**config.mk**
```make
export PLATFORM = sky130hd
export DESIGN_NAME = rns_fir_channel
export DESIGN_NICKNAME = d
export VERILOG_FILES = /design/src/rtl/rns_fir_channel.sv
export SDC_FILE = /design/constraint.sdc
export NUM_CORES = 1
export LEC_CHECK = 0
export ABC_AREA = 1
export BUFFER_PORTS_ARGS = -buffer_cell sky130_fd_sc_hd__buf_2
export CAP_MARGIN = 10
export CORE_MARGIN = 2
export CORE_UTILIZATION = 55
export CTS_CLUSTER_SIZE = 28
export DETAILED_ROUTE_END_ITERATION = 7
export HOLD_SLACK_MARGIN = 0.1
export PLACE_DENSITY_LB_ADDON = 0.12
export SLEW_MARGIN = 25
export SYNTH_ARGS = -nofsm -noshare
export SYNTH_HDL_FRONTEND = slang
export SYNTH_SLANG_ARGS = --single-unit
export TNS_END_PERCENT = 10
```
**constraint.sdc**
```tcl
create_clock -name clk -period 8.5 [get_ports clk]
set_input_delay 2.125 -clock clk [delete_from_list [all_inputs] [get_ports clk]]
set_output_delay 2.125 -clock clk [all_outputs]
set_load 0.005 [all_outputs]
```
**src/rtl/rns_fir_channel.sv**
```systemverilog
// rns_fir_channel
// Single-modulus residue-number-system FIR channel. Accepts residue samples
// over a valid/ready handshake and evaluates a TAPS-tap FIR with one
// multiply-accumulate per cycle, with all arithmetic modulo MOD. Each result
// goes into a DEPTH-entry circular buffer, which is read back through a
// registered address/data port.
//
// Ports:
//   clk           system clock
//   reset         synchronous, active-high reset
//   in_valid      sample offered
//   in_ready      channel can accept a sample (high only in IDLE)
//   in_data       input residue, reduced mod MOD on acceptance
//   coef_we       coefficient write strobe (honoured only in IDLE)
//   coef_addr     tap index for the coefficient write
//   coef_data     coefficient value, stored mod MOD
//   reg_addr      result buffer read address
//   reg_data      buffer contents at reg_addr, one cycle later
//   done          one-cycle pulse after each result write
//   result_count  number of results written, saturating at DEPTH
//   wrapped       sticky flag, set when a write overwrites an older result
module rns_fir_channel #(
  parameter int MOD   = 7,
  parameter int W     = $clog2(MOD),
  parameter int TAPS  = 4,
  parameter int DEPTH = 8
) (
  input  logic                     clk,
  input  logic                     reset,
  input  logic                     in_valid,
  output logic                     in_ready,
  input  logic [W-1:0]             in_data,
  input  logic                     coef_we,
  input  logic [$clog2(TAPS)-1:0]  coef_addr,
  input  logic [W-1:0]             coef_data,
  input  logic [$clog2(DEPTH)-1:0] reg_addr,
  output logic [W-1:0]             reg_data,
  output logic                     done,
  output logic [$clog2(DEPTH):0]   result_count,
  output logic                     wrapped
);

  localparam int KW      = $clog2(TAPS);
  localparam int AW      = $clog2(DEPTH);
  localparam int CW      = AW + 1;
  localparam int TAPS_M1 = TAPS - 1;

  localparam logic [W:0]     MOD_W1 = MOD[W:0];
  localparam logic [2*W-1:0] MOD_P  = MOD[2*W-1:0];
  localparam logic [KW-1:0]  K_LAST = TAPS_M1[KW-1:0];
  localparam logic [CW-1:0]  FULL   = DEPTH[CW-1:0];

  typedef enum logic [1:0] {IDLE, MAC, WRITE} state_t;

  state_t state, next_state;

  logic [W-1:0]  x       [TAPS];
  logic [W-1:0]  h       [TAPS];
  logic [W-1:0]  res_mem [DEPTH];
  logic [W-1:0]  acc;
  logic [KW-1:0] k;
  logic [AW-1:0] wptr;

  logic           accept;
  logic           coef_addr_ok;
  logic [2*W-1:0] prod;
  logic [W-1:0]   prod_mod;
  logic [W:0]     sum_ext;
  logic [W-1:0]   acc_next;

  // Because 2^W < 2*MOD, any W-bit value is at most one modulus away from
  // its residue, so a single conditional subtract is a full reduction.
  function automatic logic [W-1:0] reduce_once(input logic [W-1:0] v);
    logic [W:0] ext;
    ext = {1'b0, v};
    return (ext >= MOD_W1) ? W'(ext - MOD_W1) : v;
  endfunction

  assign accept       = (state == IDLE) && in_valid;
  assign coef_addr_ok = (int'(coef_addr) < TAPS);

  // Both operands are already reduced, so the running sum stays below
  // 2*MOD and one conditional subtract keeps acc within 0..MOD-1.
  assign prod     = {{W{1'b0}}, x[k]} * {{W{1'b0}}, h[k]};
  assign prod_mod = W'(prod % MOD_P);
  assign sum_ext  = {1'b0, acc} + {1'b0, prod_mod};
  assign acc_next = (sum_ext >= MOD_W1) ? W'(sum_ext - MOD_W1) : sum_ext[W-1:0];

  always_ff @(posedge clk) begin
    if (reset) begin
      state <= IDLE;
    end else begin
      state <= next_state;
    end
  end

  always_comb begin
    next_state = state;
    in_ready   = 1'b0;
    case (state)
      IDLE: begin
        in_ready = 1'b1;
        if (in_valid) next_state = MAC;
      end
      MAC: begin
        if (k == K_LAST) next_state = WRITE;
      end
      WRITE: begin
        next_state = IDLE;
      end
      default: next_state = IDLE;
    endcase
  end

  // Datapath. A coefficient write and a sample acceptance in the same IDLE
  // cycle both take effect; the new coefficient is in place before the first
  // MAC step reads it.
  always_ff @(posedge clk) begin
    if (reset) begin
      for (int i = 0; i < TAPS; i++) begin
        x[i] <= '0;
        h[i] <= '0;
      end
      for (int i = 0; i < DEPTH; i++) begin
        res_mem[i] <= '0;
      end
      acc          <= '0;
      k            <= '0;
      wptr         <= '0;
      result_count <= '0;
      wrapped      <= 1'b0;
      done         <= 1'b0;
      reg_data     <= '0;
    end else begin
      done     <= (state == WRITE);
      reg_data <= res_mem[reg_addr];

      if ((state == IDLE) && coef_we && coef_addr_ok) begin
        h[coef_addr] <= reduce_once(coef_data);
      end

      if (accept) begin
        x[0] <= reduce_once(in_data);
        for (int i = 1; i < TAPS; i++) begin
          x[i] <= x[i-1];
        end
        acc <= '0;
        k   <= '0;
      end

      if (state == MAC) begin
        acc <= acc_next;
        k   <= k + KW'(1);
      end

      // DEPTH is a power of two, so the write pointer wraps on its own.
      if (state == WRITE) begin
        res_mem[wptr] <= acc;
        wptr          <= wptr + AW'(1);
        if (result_count == FULL) begin
          wrapped <= 1'b1;
        end else begin
          result_count <= result_count + CW'(1);
        end
      end
    end
  end

endmodule

```
# --- Word-level counts from Yosys, hierarchy flattened ---
# Memories as Yosys holds them, arrays and structs flattened. A register that Yosys moved wholly into a read port is not among the register bits.
# Index checks and enable logic that the tools add are counted.
totals:
  inputBits: 15
  regBits: 16
  output_inout_bits: 10
  ram_bits: 48
  word_cells: 78
  mem_count: 3
op_classes:
  eq_ne: 6
  bitwise_logic: 5
  mul: 1
  div_mod_pow: 1
  addsub: 7
  muxes: 36
  n_reduce_logical: 9
  order_cmp: 3
mem_list:
  columns: ["name", "depth", "word_bits", "rd", "rd_clocked_by_memory_dff", "write_ports", "line_no", "text"]
  rows:
  - ["res_mem", 8, 3, 1, 1, 8, "59", "logic [W-1:0] res_mem [DEPTH];"]
  - ["h", 4, 3, 1, 1, 4, "58", "logic [W-1:0] h [TAPS];"]
  - ["x", 4, 3, 4, 1, 4, "57", "logic [W-1:0] x [TAPS];"]
op_table:
  columns: ["op", "count"]
  rows:
  - ["$mux W3", 12]
  - ["$mux W2", 9]
  - ["$mux W1", 14]
  - ["$sub A3 B3 Y3 const B", 3]
  - ["$ge A3 B3 Y1 const B", 2]
  - ["$mod A6 B3 Y6 const B", 1]
  - ["$mul A3 B3 Y6", 1]
  - ["$reduce_and A2 Y1", 3]
  - ["$reduce_or A3 Y1", 2]
  - ["$add A3 B3 Y4", 1]
  - ["$add A4 B1 Y4 const B", 1]
  - ["$eq A2 B2 Y1 const B", 2]
  - ["$eq A4 B4 Y1 const B", 1]
  - ["$ge A4 B3 Y1 const B", 1]
  - ["$ne A2 B2 Y1 const B", 2]
  - ["$or A1 B1 Y1", 4]
  - ["$pmux W2 S2", 1]
  - ["$add A3 B1 Y3 const B", 1]
  - ["$add A2 B1 Y2 const B", 1]
  - ["$eq A2 B1 Y1 const B", 1]
  - ["$logic_and A1 B1 Y1", 2]
  - ["$logic_not A2 Y1", 1]
  - ["$reduce_bool A2 Y1", 1]
  - ["$not A1 Y1", 1]

# --- Longest topological paths before layout ---
depth:
  word_depth: 7
  depth_mapped: 44
  mapped_depth_nobuf: 43

# --- Least setup slack after synthesis ---
# Ideal clock, no wire load.
synth_path:
  kind: "register to register"
  from: "reg (tool-made name)"
  to: "reg acc[0]"
  path_stages_with_launch: 41
  synth_period_minus_slack_ns: 5.723
  setup_ns: 0.071
  required_time_ns: 8.429
  path_buffers: 2
  slack_ns: 2.777
  t_arrival_ns: 5.652
  path_cell_list: "dfxtp_1 buf_6 clkbuf_1 a21oi_1 a32o_1 nor2_1 fa_1 ha_1 fa_1 nand3_1 nor2_1 nand2_4 nand2_4 nand2_4 nand2_1 nand2_2 nor2_4 nor2_1 [5 not listed] nand2_1 ha_1 nand3_4 nand2_2 nand2_1 nand2_1 ha_1 inv_1 fa_1 inv_1 ha_1 inv_1 nor2_1 inv_1 nand2_1 a21boi_0 o21ai_0 a21oi_1"
synth_lines:
  columns: ["item", "line_no", "text"]
  rows:
  - ["end signal: assignment", "152", "acc <= acc_next;"]
  - ["end: declaration", "60", "logic [W-1:0] acc;"]

==> summary.md <==
| Metric | Value |
|---|---|
| Status | completed |
| Clock skew | 13.0 ps |
| Worst setup SP type | register |
| Die area | 0.00789 mm2 |
| Worst vdd ir | 90.1 uV |
| Crit Path Class | register to register |
| Fmax | about 160 MHz |
| Worst min-delay path class | register to register |
| # hold bufs at CTS | 0 |
| Post-detailed-route via-to-cell ratio | 5.15 |
| Vias in the first global route | about 2900 |
| Fin crit share | 0.741 |
| Nets | 537 |
| Synthesized area | 0.00396 mm2 |
| Wirelength per Cell | roughly 13 um |
| Largest cells by area after synthesis | edfxtp_1 36%, dfxtp_1 11%, nor2_1 9.4%, nand2_1 6.6%, ha_1 6.3% |
| DRT iter0 DRCs | approximately 150 |
| Core ar. | 0.00687 mm2 |
| Top cell type's share of synthesized area | 0.364 |
| Final setup viols | 0 |
| Yosys warns | 0 |
| Global-route wire length before repair | 13000 um |
| Layout cell share with drive strength beyond 1 | 0.153 |
| DP HPWL | 5890 um |
| Initial antenna violation count | 0 |
| Most frequent cells in the layout | 99 x nor2_1, 70 x nand2_1, 61 x inv_1 |
| # IOs | 25 |
| Routed wire length | 7750 um |
| Main synth FF type | edfxtp_1 |
| Cells after Synth | between 400 and 500 |
| Post-CTS resize count | 0 |
| Final instance area | 0.00436 mm2 |
| Sink Count | 69 |
| Placement Cell Area | 0.00416 mm2 |
| Post-route ant nets | 0 |
| MaxCap Viol Count | 0 |
| Tightest Pin Transition | 735 ps |
| PortBufs | 24 |
| FP Rows | 30 |
| Final non-filler cell total | 600 |
| Slowest-stage cell, CP | dfxtp_1 |
| Worst path max stage delay | around 680 ps |
| Most common cell after layout, fill and taps aside | nor2_1 |
| Clk_lat worst skew | 340 ps |
| DP Cell Count | 584 |
| Syn avg cell area | roughly 8.4 um2 |
| Setup_tns | 0 ps |
| Synth unique cells | 36 |
| GRT Util Overall | 0.214 |
| Endpoints failing hold | 0 |
| Total number of vias | 3090 |
| CP Max Fanout | 17 |
| RSZ-0062 raised after global routing | no |
| Total power | 0.894 mW |
| Routability congestion estimate | around 0.9 |
| TritonCTS Buffers | 9 |
| Clock buffer depth | 2 |
| Synth area leader | edfxtp_1 |
| First-pass iteration count of the detailed router | 4 |
| CTS tree | done |
| WP data arrival | 6580 ps |
| Most used cell, CP | nand2_1 |
| Seq cells post-synth | 69 |
| Clk root buf | clkbuf_8 |
| Hold WS | 463 ps |
| Crit path required time | 8780 ps |
| Chip width | just under 90 um |
| Setup Buffers After CTS | 0 |
| ANT cells | 0 |
| Slew HR | 0.509 |
| Gr ovfl total | 0 |
| Post-synth EDFFs | 48 |
| Initial core utilization | 0.576 |
| Worst-path clk slew | 80 ps |
| Register area share after synthesis | 0.470 |
| Post-synth net total | 509 |
| Drt drc | 0 |
| Pleak | about 1.9 nW |
| P&R area growth vs syn | 10.1% |
| Setup crit end kind | register |
| Largest net degree at the start of global routing | 24 |
| Die Y | 88.8 um |
| FFs w/ async S/R, synth | 0 |
| Minimum clock period | 6300 ps |
| Max Slew Vio Count | 0 |
| H-tree Lvls | 3 |
| PD cells | 205 mW/mm2 |
## worst max-delay path: cells and delay by family, from the launching register on
kind / cells / cell delay [ps]
compound gates: 4 / 680
buf+inv: 6 / 440
simple gates: 18 / 1600
xor+xnor: 1 / 250
fa+ha+maj: 9 / 2560
flops: 1 / 680
## cell families (layout without fill, tap and decap cells)
group	Yosys count	in the layout	synth area share
AO/OA/AOI/OAI	67	67	0.0980
XOR/XNOR	2	2	0.00443
adder cells (fa/ha/maj)	23	23	0.0784
buffers and inverters	76	109	0.0752
flip-flops	69	69	0.470
AND/OR/NAND/NOR	234	234	0.273
## cell usage after synthesis (4+ instances only)
library cell,number
nor2_1,99
nand3_2,5
nand2_1,70
nand3_1,22
nand4_1,8
inv_2,5
nand2_2,17
ha_1,20
dfxtp_1,21
edfxtp_1,48
nand2_4,4
clkbuf_1,6
a21oi_1,18
o21ai_0,30
a31oi_1,5
inv_1,61
## metal layers
layer,up-vias,part of all wire,global-route usage
met3,8,0.042,0.0541
met4,0,0.012,0.0634
met1,1413,0.48,0.282
met2,60,0.47,0.349
met5,-,0,0
li1,1609,-,-
## flip-flops by register name, summed over array words and instances, names as in the netlist, named ones only
name,count
res_mem,24
wrapped,1
state,2
result_count,4
k,2
x,12
reg_data,3
acc,3
done,1
wptr,3
h,12
## where the power goes
part	switching (mW)	internal, mW	total, mW
clock network	0.130	0.136	0.265
registers	0.0125	0.380	0.392
logic	0.153	0.0837	0.237
total	0.295	0.599	0.894
## area by class of cell
| type | instances | area [um2] |
|---|---|---|
| tap | 96 | 120 |
| clock inverter | 6 | 65.1 |
| sequential | 69 | 1860 |
| multi-input combinational | 326 | 1800 |
| timing repair buffer | 24 | 120 |
| clock buffer | 10 | 128 |
| inverter | 69 | 264 |
| fill | 585 | 2510 |
## worst paths after layout
kind | from | endpoint | slack (ps) | depth (start not counted)
max reg2reg | register | acc[0] | 2200 | 38
min reg2reg | wrapped | wrapped | 460 | 2
max | register | acc[0] | 2200 | 38
min | wrapped | wrapped | 460 | 2
## per-stage QoR
stage           util  setup WS, ps
2_1_floorplan      -          2780
3_3_place_gp   0.606          2410
3_5_place_dp   0.606          2210
4_1_cts        0.634          2180
5_1_grt        0.634          1410
6_report       0.634          2200
Power figures use the tool's default switching activity.
